## config.mk

```make
export PLATFORM = sky130hd
export DESIGN_NAME = frame_sequencer
export DESIGN_NICKNAME = d
export VERILOG_FILES = /design/src/rtl/game_ctrl_pkg.sv /design/src/rtl/frame_done_tracker.sv /design/src/rtl/frame_sequencer.sv
export SDC_FILE = /design/constraint.sdc
export NUM_CORES = 1
export LEC_CHECK = 0
export CAP_MARGIN = 25
export CORE_AREA = 2 2 62 64
export CTS_CLUSTER_SIZE = 28
export DETAILED_ROUTE_END_ITERATION = 7
export DIE_AREA = 0 0 64 66
export GPL_ROUTABILITY_DRIVEN = 1
export PLACE_DENSITY = 0.78
export SETUP_SLACK_MARGIN = 0.05
export SLEW_MARGIN = 20
export SYNTH_ARGS = -nofsm -noshare
export SYNTH_HDL_FRONTEND = slang
export SYNTH_SLANG_ARGS = --single-unit
```

## constraint.sdc

```tcl
create_clock -name clk -period 2.2 [get_ports clk]
set_clock_uncertainty 0.2 [all_clocks]
set_input_delay 0.66 -clock clk [delete_from_list [all_inputs] [get_ports clk]]
set_output_delay 0.66 -clock clk [all_outputs]
set_load 0.005 [all_outputs]
```

## src/rtl/game_ctrl_pkg.sv

```systemverilog
// Shared constants for the game frame control slice:
// sequencer state codes, unit bit indices, default watchdog limit.
package game_ctrl_pkg;

  typedef logic [2:0] state_t;

  localparam state_t ST_IDLE  = 3'd0;
  localparam state_t ST_START = 3'd1;
  localparam state_t ST_ISSUE = 3'd2;
  localparam state_t ST_WAIT  = 3'd3;

  localparam int UNIT_BALL      = 0;
  localparam int UNIT_GADGET    = 1;
  localparam int UNIT_COLLISION = 2;

  localparam int TIMEOUT_DEFAULT = 500000;

endpackage

```

## src/rtl/frame_done_tracker.sv

```systemverilog
// Per-frame done tracking: enable latch, sticky done mask,
// all-done compare and stuck-unit capture.
module frame_done_tracker #(
  parameter int N = 3
) (
  input  logic         clk,
  input  logic         rst_n,
  input  logic         i_load,
  input  logic         i_track,
  input  logic         i_capture,
  input  logic [N-1:0] i_en,
  input  logic [N-1:0] i_done,
  output logic         o_all_done,
  output logic [N-1:0] o_stuck
);

  logic [N-1:0] en_q;
  logic [N-1:0] mask_q;

  // Disabled units start out done so the compare ignores them.
  always_ff @(posedge clk or negedge rst_n) begin
    if (!rst_n) begin
      en_q   <= '0;
      mask_q <= '0;
    end else if (i_load) begin
      en_q   <= i_en;
      mask_q <= ~i_en;
    end else if (i_track) begin
      mask_q <= mask_q | (i_done & en_q);
    end
  end

  always_ff @(posedge clk or negedge rst_n) begin
    if (!rst_n) begin
      o_stuck <= '0;
    end else if (i_capture) begin
      o_stuck <= ~mask_q;
    end
  end

  assign o_all_done = &mask_q;

endmodule

```

## src/rtl/frame_sequencer.sv

```systemverilog
// Per-frame scheduler: frame tick -> cal_frame, done tracking, game start.
// Optional WAIT watchdog enabled by defining FRAME_WATCHDOG_EN.
module frame_sequencer
  import game_ctrl_pkg::*;
#(
  parameter int N_UNITS        = 3,
  parameter int TIMEOUT_CYCLES = TIMEOUT_DEFAULT,
  parameter int CNT_W          = 16
) (
  input  logic               clk,
  input  logic               rst_n,
  input  logic               i_frame_tick,
  input  logic               i_pause,
  input  logic               i_game_start,
  input  logic [N_UNITS-1:0] i_unit_en,
  input  logic [N_UNITS-1:0] i_unit_done,
  output logic               o_cal_frame,
  output logic               o_game_start,
  output logic               o_busy,
  output logic               o_frame_done,
  output logic [CNT_W-1:0]   o_frame_cnt,
  output logic [7:0]         o_overrun_cnt,
  output logic               o_timeout,
  output logic [N_UNITS-1:0] o_stuck_units,
  output logic [2:0]         o_state
);

  if (TIMEOUT_CYCLES < 1) begin : g_bad_timeout
    $error("TIMEOUT_CYCLES must be at least 1");
  end

  state_t state;
  state_t nxt;
  logic   pending;
  logic   is_idle, is_start;
  logic   is_issue, is_wait;
  logic   all_done;
  logic   wd_fire;
  logic   tick_drop;
  logic   finish;

  assign is_idle   = state == ST_IDLE;
  assign is_start  = state == ST_START;
  assign is_issue  = state == ST_ISSUE;
  assign is_wait   = state == ST_WAIT;
  assign finish    = is_wait & all_done;
  assign tick_drop = i_frame_tick &
                     (is_start | is_issue | is_wait);

  frame_done_tracker #(
    .N (N_UNITS)
  ) u_tracker (
    .clk        (clk),
    .rst_n      (rst_n),
    .i_load     (is_issue),
    .i_track    (is_wait),
    .i_capture  (wd_fire),
    .i_en       (i_unit_en),
    .i_done     (i_unit_done),
    .o_all_done (all_done),
    .o_stuck    (o_stuck_units)
  );

  always_comb begin
    nxt = state;
    unique case (1'b1)
      is_idle: begin
        if (i_frame_tick) begin
          if (pending)       nxt = ST_START;
          else if (!i_pause) nxt = ST_ISSUE;
        end
      end
      is_start: nxt = ST_IDLE;
      is_issue: nxt = ST_WAIT;
      is_wait: begin
        if (all_done || wd_fire) nxt = ST_IDLE;
      end
      default: nxt = ST_IDLE;
    endcase
  end

  always_ff @(posedge clk or negedge rst_n) begin
    if (!rst_n) begin
      state         <= ST_IDLE;
      pending       <= 1'b0;
      o_frame_done  <= 1'b0;
      o_frame_cnt   <= '0;
      o_overrun_cnt <= '0;
    end else begin
      state        <= nxt;
      pending      <= (pending & ~is_start) | i_game_start;
      o_frame_done <= finish;
      if (finish)
        o_frame_cnt <= o_frame_cnt + CNT_W'(1);
      if (tick_drop && o_overrun_cnt != 8'hff)
        o_overrun_cnt <= o_overrun_cnt + 8'd1;
    end
  end

`ifdef FRAME_WATCHDOG_EN
  localparam int WD_W = $clog2(TIMEOUT_CYCLES + 1);

  logic [WD_W-1:0] wd_cnt;

  // Counts WAIT cycles 1-based; a frame finishing on the limit still wins.
  assign wd_fire = is_wait & ~all_done &
                   (wd_cnt == WD_W'(TIMEOUT_CYCLES));

  always_ff @(posedge clk or negedge rst_n) begin
    if (!rst_n) begin
      wd_cnt    <= '0;
      o_timeout <= 1'b0;
    end else begin
      o_timeout <= wd_fire;
      if (is_issue)
        wd_cnt <= WD_W'(1);
      else if (is_wait)
        wd_cnt <= wd_cnt + WD_W'(1);
    end
  end
`else
  assign wd_fire   = 1'b0;
  assign o_timeout = 1'b0;
`endif

  assign o_cal_frame  = is_issue;
  assign o_game_start = is_start;
  assign o_busy       = is_issue | is_wait;
  assign o_state      = state;

endmodule
```

-- Word level (Yosys, flattened, before mapping)
Cells that the tools add are included.
Widths: inputs -> output; s select.
- bits in registers: 35
- output and inout bits: 35
- $add $sub $neg: 2
- equal/unequal tests: 7
- muxes and demuxes: 7
- reductions and logical operators: 5
- bitwise gates (word level): 11
- operators with widths (cell ; number):
    $mux 3 ; 6
    $add 16x1->16 const B ; 1
    $pmux 3 s3 ; 1
    $add 8x1->8 const B ; 1
    $ne 8x8->1 const B ; 1
    $eq 3x2->1 const B ; 2
    $reduce_and 3->1 ; 2
    $or 1x1->1 ; 4
    $and 1x1->1 ; 3
    $and 3x3->3 ; 1
    $eq 3x1->1 const B ; 1
    $logic_not 3->1 ; 1
    $ne 3x3->1 const B ; 1
    $not 3->3 ; 1
    $or 3x3->3 ; 1
    $ne 2x1->1 const B ; 1
    $ne 2x2->1 const B ; 1
    $reduce_bool 2->1 ; 1
    $logic_and 1x1->1 ; 1
    $not 1->1 ; 1

-- Logic depth before layout (Yosys ltp)
Gate-level depths: netlist of the first run.
- depth in word-level cells: 5
- mapped depth: 5

-- By module
Synthesis of the first run repeated with hierarchy kept, for this count alone.
- cells, all modules: 137
- area, all modules: 1646.6 um^2
- by module, submodules not included (module ; sequential area each (um^2) ; area an instance (um^2) ; times used ; cells each):
    frame_sequencer ; 700.7 ; 1270.0 ; 1 ; 111
    frame_done_tracker ; 225.2 ; 376.6 ; 1 ; 26

-- Worst setup path before layout of the first run
OpenSTA, ideal clock, no wires.
- path kind: input to register
- start: input port i_frame_tick
- end: register o_overrun_cnt[5]
- buffers on the path: 0
- stages on the path: 4
- required time: 1875 ps
- arrival time: 1472 ps
- setup time: 125 ps
- path slack: 403 ps
- cells stage by stage: o21ai_0 -> or2_2 -> nor2_1 -> mux2_2
- longest elaborated chain between the ends: 2
- RTL lines (element ; line ; RTL):
    start: declaration ; frame_sequencer.sv:12 ; input logic i_frame_tick,
    $and 1x1->1 ; frame_sequencer.sv:47 ; assign tick_drop = i_frame_tick &
    $logic_and 1x1->1 ; frame_sequencer.sv:95 ; if (tick_drop && o_overrun_cnt != 8'hff)
    end signal: assignment ; frame_sequencer.sv:96 ; o_overrun_cnt <= o_overrun_cnt + 8'd1;
    end: declaration ; frame_sequencer.sv:22 ; output logic [7:0] o_overrun_cnt,
Every way passes these cells.
A chain may end at the register's enable or synchronous reset.

-- Final worst setup path of the first run
- start: register state[0], in the netlist o_state[0]
- end: output port o_game_start
- longest elaborated chain between the ends: 1
- RTL lines (element ; line ; RTL):
    start: declaration ; frame_sequencer.sv:32 ; state_t state;
    start signal: assignment ; frame_sequencer.sv:90 ; state <= nxt;
    $eq 3x1->1 ; frame_sequencer.sv:43 ; assign is_start = state == ST_START;
    end: declaration ; frame_sequencer.sv:18 ; output logic o_game_start,
Every way passes these cells.

==> flow_metrics.env, run 1 <==
export IMPL_setup_viol=0
export IMPL_async_reset_ff_share_pct=100.0
export IMPL_cp_start_kind="flop"
export IMPL_synthToLayoutAreaGrowth_pct=50.12
export IMPL_p_per_area_mw_per_mm2=926.6
export IMPL_hold_depth=1
export IMPL_antennaDiodeCount=0
export IMPL_cp_end_kind="output port"
export IMPL_cap_violations=0
export IMPL_dieArea_mm2=0.004224
export IMPL_crit_chain="buf_4, inv_2, nor2_1, dlygate4sd2_1"
export IMPL_ys_seq_area_share_pct=53.50
export IMPL_postSynthCellCount=146
export IMPL_synth_seq_cells=34
export IMPL_syn_area_mm2=0.001590
export IMPL_antenna_found_initial=0
export IMPL_rsz0062_at_grt="yes"
export IMPL_drc_errors=0
export IMPL_synth_area_top_cells="dfrtp_1 54%, xor2_1 5.5%, mux2_2 5.0%"
export IMPL_die_w_um=64
export IMPL_report_final_slew_viol_count=0
export IMPL_core_mm2=0.003551
export IMPL_hold_path_class="reg -> reg"
export IMPL_synth_simple_area_share_pct=19.12
export IMPL_synth_enable_flop_cells=0
export IMPL_ant_nets=0
export IMPL_fin_crit_ns=2.129
export IMPL_hold_viol=0
export IMPL_port_buffers=40
export IMPL_cts_buffers_inserted=5
export IMPL_ctsRootBufferMaster="clkbuf_4"
export IMPL_wl_met2_um=1988
export IMPL_nets=240
export IMPL_grt_total_usage_pct=19.98
export IMPL_place_inst=237
export IMPL_vias=1397
export IMPL_ir_drop_mv=0.5006
export IMPL_instances_no_fill=276
export IMPL_synth_cell_types=32
export IMPL_timing_final_ws_setup_ns=0.07127
export IMPL_drive_above_1_share_pct=28.95
export IMPL_grt_overflow_total=0
export IMPL_required_ns=1.34
export IMPL_clock_sinks=34
export IMPL_yosysMostFrequentCell="dfrtp_1"
export IMPL_clock_path_buffers=2
export IMPL_dp_slack_ns=-0.1628
export IMPL_muxShareOfSynthArea_pct=5.586
export IMPL_grt_pass1_vias=1442
export IMPL_synth_compound_area_share_pct=5.507
export IMPL_wl_per_cell_um=13.78
export IMPL_grt_max_degree=35
export IMPL_utilization_pct=67.23
export IMPL_place_area_mm2=0.002068
export IMPL_die_h_um=66
export IMPL_yosys_area_top_type="dfrtp_1"
export IMPL_cp_max_fo=4
export IMPL_max_freq_ghz=0.4698
export IMPL_critical_path_max_stage_delay_ns=0.41
export IMPL_cpMaxStageDelayCell="dfrtp_1"
export IMPL_synth_top_family_by_area="simple AND/OR/NAND/NOR gates"
export IMPL_drt_wl_total_um=3803
export IMPL_power_leakage_nw=1.205
export IMPL_synth_top_cell_area_share_pct=53.50
export IMPL_synthAdderAreaFrac_pct=1.574
export IMPL_rows=22
export IMPL_grt_pass1_wl_um=6348
export IMPL_status="completed"
export IMPL_m1WireLength_um=1449
export IMPL_reg2regPathDepth=7
export IMPL_ys_top_cells_by_count="34 x dfrtp_1, 18 x nand2_1, 10 x nor2_1, 10 x xor2_1, 8 x xnor2_1"
export IMPL_synthXorXnorAreaFrac_pct=9.913
export IMPL_drt_pass1_iterations=5
export IMPL_criticalPathCategory="reg -> out"
export IMPL_clock_latency_ns=0.34
export IMPL_top_layer="met4"
export IMPL_ios=46
export IMPL_place_congestion=0.7696
export IMPL_finalCritPeriodShare_pct=96.76
export IMPL_synth_main_ff_cell="dfrtp_1"
export IMPL_synth_avg_cell_area_um2=10.89
export IMPL_wl_met3_um=244
export IMPL_final_cell_area_mm2=0.002387
export IMPL_cts_max_level=2
export IMPL_clk_pin_slew_worst_paths_ns=0.10
export IMPL_routed_via_density=5.062
export IMPL_yosysWarnings=0
export IMPL_cts_tree="done"
export IMPL_drt_initial_drc_count=62
export IMPL_initial_core_util_pct=44.79
export IMPL_post_dp_hpwl_um=2370
export IMPL_arrival_ns=1.27
sequential cells by signal (all words and copies together) (netlist names):
register          cells
pending               1
u_tracker.mask_q      3
o_state               2
u_tracker.en_q        3
o_overrun_cnt         8
o_frame_done          1
o_frame_cnt          16
worst paths after layout:
| path | from | end | slack [ns] |
|---|---|---|---|
| worst max-delay path | o_state[0]$_DFFE_PN0P_ | o_game_start | 0.07 |
| worst min-delay path | u_tracker.en_q[2]$_DFFE_PN0P_ | u_tracker.en_q[2]$_DFFE_PN0P_ | 0.32 |
| worst max register to register | o_state[0]$_DFFE_PN0P_ | o_frame_cnt[6]$_DFFE_PN0P_ | 0.21 |
| worst min register to register | u_tracker.en_q[2]$_DFFE_PN0P_ | u_tracker.en_q[2]$_DFFE_PN0P_ | 0.32 |
| max in group asynchronous | rst_n | o_overrun_cnt[2]$_DFFE_PN0P_ | 0.97 |
| min in group asynchronous | rst_n | pending$_DFF_PN0_ | 0.50 |
cell usage in the layout (no fill, tap or decap), drive strengths merged, types with 7 or more instances in the layout:
cell type      count
nor2              10
clkdlybuf4s50     30
a21oi              7
xor2              10
nand2             18
dfrtp             34
mux2               7
nand3              8
xnor2              8
buf               39
clkbuf            10
metal layers:
metal	GRT usage [%]	vias to the layer above
met4	10.87	0
met1	20.93	662
met5	0	-
met3	6.985	20
li1	-	654
met2	35.03	61
stage by stage:
stage	hold slack, ns	power, mW	setup TNS [ns]
floorplan	0.1644	1.243	0
global placement	0.2602	1.591	-0.2634
detailed placement	0.2582	1.623	-0.4184
CTS	0.2765	2.212	0
global route	0.3446	2.356	0
finish	0.3221	2.212	0
cell type report:
class	instances	area, µm²
Timing Repair Buffer	79	695.7
Clock buffer	8	78.83
Multi-Input combinational cell	103	684.4
Sequential cell	34	853.3
Fill cell	269	1164
Tap cell	48	60.06
Inverter	4	15.01
worst max-delay path: cells and delay by family (launching register included):
kind	cells	cell delay [ns]
DFF	1	0.41
buffers and inverters	3	0.47
and+or+nand+nor	1	0.04
logic make-up (layout without fill, tap and decap cells):
group                      count (synthesis)  in the layout
and+or+nand+nor                           55             55
DFF                                       34             34
xor gates and xnor gates                  18             18
AOI/OAI and AO/OA                         15             15
buffers and inverters                     13             91
muxes                                      8              8
adders and majority gates                  2              2
other                                      1              5
report_power, final:
part	switching (mW)	internal (mW)	total, mW
Combinational	0.374	0.528	0.901
Sequential	0.104	0.779	0.883
Clock	0.209	0.218	0.427
repair_timing:
action,4_1_cts,5_1_grt
resized for setup,10,9
hold buffers,0,0
setup endpoints to repair,24,11
buffers inserted,25,6
hold endpoints to repair,0,0
(Power assumes the default switching activity.)
==> run 2, diff against run 1 <==
--- a/config.mk
+++ b/config.mk
@@ -6,12 +6,14 @@
 export NUM_CORES = 1
 export LEC_CHECK = 0
 export CAP_MARGIN = 25
-export CORE_AREA = 2 2 62 64
+export CELL_PAD_IN_SITES_DETAIL_PLACEMENT = 0
+export CELL_PAD_IN_SITES_GLOBAL_PLACEMENT = 2
+export CORE_AREA = 2 2 78 80
 export CTS_CLUSTER_SIZE = 28
 export DETAILED_ROUTE_END_ITERATION = 7
-export DIE_AREA = 0 0 64 66
+export DIE_AREA = 0 0 80 82
 export GPL_ROUTABILITY_DRIVEN = 1
-export PLACE_DENSITY = 0.78
+export PLACE_DENSITY = 0.79
 export SETUP_SLACK_MARGIN = 0.05
 export SLEW_MARGIN = 20
 export SYNTH_ARGS = -nofsm -noshare
==> flow_metrics.env, run 2 (synthesis gave the netlist of run 1 again) <==
export IMPL_routed_via_density=4.434
export IMPL_total_power_mw=2.089
export IMPL_layout_common_cells="35 x clkdlybuf4s50_1, 25 x dfrtp_1, 18 x nand2_1"
export IMPL_drt_initial_drc_count=26
export IMPL_grt_pass1_wl_um=5996
export IMPL_arrival_ns=1.24
export IMPL_drt_wl_total_um=3458
export IMPL_place_congestion=0.7547
export IMPL_cp_max_fo=5
export IMPL_core_mm2=0.005746
export IMPL_port_buffers=40
export IMPL_cp_start_kind="flop"
export IMPL_crit_chain="clkdlybuf4s50_1"
export IMPL_max_freq_ghz=0.4761
export IMPL_worstSetupEndpoint="o_overrun_cnt[4]"
export IMPL_clock_latency_ns=0.28
export IMPL_cp_end_kind="output port"
export IMPL_nets=217
export IMPL_ctsHoldBuffers=0
export IMPL_clock_path_buffers=2
export IMPL_grt_overflow_total=0
export IMPL_setup_viol=0
export IMPL_cpMaxStageDelayCell="clkdlybuf4s50_1"
export IMPL_worstReg2RegStart="o_state[0]$_DFFE_PN0P_"
export IMPL_r2r_slack_ns=0.35
export IMPL_cts_buffers_inserted=5
export IMPL_ir_drop_mv=0.4970
export IMPL_power_leakage_nw=1.013
export IMPL_required_ns=1.34
export IMPL_post_dp_hpwl_um=2452
export IMPL_rr_endpoint="o_frame_cnt[10]$_DFFE_PN0P_"
export IMPL_ant_nets=0
export IMPL_criticalPathCategory="reg -> out"
export IMPL_grt_pass1_vias=1293
export IMPL_rsz0062_at_grt="yes"
export IMPL_instances_no_fill=279
export IMPL_vias=1237
export IMPL_report_final_slew_viol_count=0
export IMPL_hold_viol=0
export IMPL_clk_pin_slew_worst_paths_ns=0.07
export IMPL_rows=28
export IMPL_die_w_um=80
export IMPL_initial_core_util_pct=27.68
export IMPL_p_per_area_mw_per_mm2=923.7
export IMPL_worstHoldStart="o_frame_cnt[15]$_DFFE_PN0P_"
export IMPL_antenna_found_initial=0
export IMPL_reg2regPathDepth=6
export IMPL_final_common_cell="clkdlybuf4s50_1"
export IMPL_drc_errors=0
export IMPL_cts_max_level=2
export IMPL_largest_reg_flops=16
export IMPL_cap_violations=0
export IMPL_reg_top3="o_frame_cnt (16), o_overrun_cnt (8)"
export IMPL_drt_pass1_iterations=4
export IMPL_regMostFlops="o_frame_cnt"
export IMPL_grt_total_usage_pct=11.88
export IMPL_finalCritPeriodShare_pct=95.46
export IMPL_ios=46
export IMPL_wl_per_cell_um=12.39
export IMPL_critPathBufInv=1
export IMPL_ctsRootBufferMaster="clkbuf_8"
export IMPL_cp_top_family="buffers and inverters"
export IMPL_fin_hold_ws_ns=0.2858
export IMPL_hold_depth=1
export IMPL_die_h_um=82
export IMPL_drive_above_1_share_pct=22.06
export IMPL_fillers=606
export IMPL_startpoint="o_overrun_cnt[4]$_DFFE_PN0P_"
export IMPL_cp_num_cells=1
export IMPL_place_inst=265
export IMPL_grt_max_degree=35
export IMPL_critical_path_max_stage_delay_ns=0.53
export IMPL_cts_tree="done"
export IMPL_synthToLayoutAreaGrowth_pct=42.25
export IMPL_antennaDiodeCount=0
export IMPL_fin_crit_ns=2.100
export IMPL_status="completed"
export IMPL_hold_path_class="reg -> reg"
export IMPL_dieArea_mm2=0.006560
export IMPL_clock_sinks=34
run 2: what timing repair did:
| item | 4_1_cts | 5_1_grt |
|---|---|---|
| endpoints found under the setup margin | 6 | 9 |
| pin swaps | 0 | 0 |
| setup buffers | 5 | 2 |
| gates resized for setup | 8 | 8 |
| endpoints found under the hold margin | 0 | 0 |
run 2: metrics by stage:
stage               setup TNS, ns  worst slack [ns]  util [%]  instance area [µm²]
global placement          -0.3584           -0.1499     36.93                 2122
detailed placement        -0.4246           -0.1692     36.93                 2122
finish                          0           0.09980     39.37                 2262
CTS                             0           0.05090     38.94                 2237
global route                    0           0.04972     39.37                 2262
floorplan                       0            0.4028         -                 1605
run 2: how the worst min path moves through the flow:
| stage | end | slack (ns) |
|---|---|---|
| final | o_frame_cnt[15]$_DFFE_PN0P_ | 0.29 |
| after detailed placement | o_frame_cnt[15]$_DFFE_PN0P_ | 0.27 |
| after CTS | o_frame_cnt[15]$_DFFE_PN0P_ | 0.29 |
| after global routing | o_frame_cnt[11]$_DFFE_PN0P_ | 0.32 |
| after floorplan | o_frame_cnt[0]$_DFFE_PN0P_ | 0.16 |
| after global placement | o_frame_cnt[15]$_DFFE_PN0P_ | 0.27 |
run 2: layer usage:
metal	global-route usage, %	routed length (µm)
met5	0	0
met4	5.593	59
met3	2.747	175
met2	19.42	1553
met1	14.89	1669
run 2: report_power, final:
group / switching [mW] / total [mW] / internal, mW
Combinational: 0.287 / 0.733 / 0.446
Clock: 0.209 / 0.427 / 0.218
Sequential: 0.143 / 0.930 / 0.786
run 2: worst register-to-register path, delay by kind of cell (launching register included):
kind | cells | cell delay (ns)
flops | 1 | 0.35
xor+xnor | 1 | 0.14
buf+inv | 2 | 0.26
simple gates | 3 | 0.80
run 2: cell type report:
type | count | area, µm² | area share, %
flip-flops and latches | 34 | 862.1 | 38.11
clock buffers | 7 | 76.32 | 3.374
well taps | 75 | 93.84 | 4.148
inverters | 4 | 15.01 | 0.6637
repair buffers | 56 | 530.5 | 23.45
multi-input cells | 103 | 684.4 | 30.25
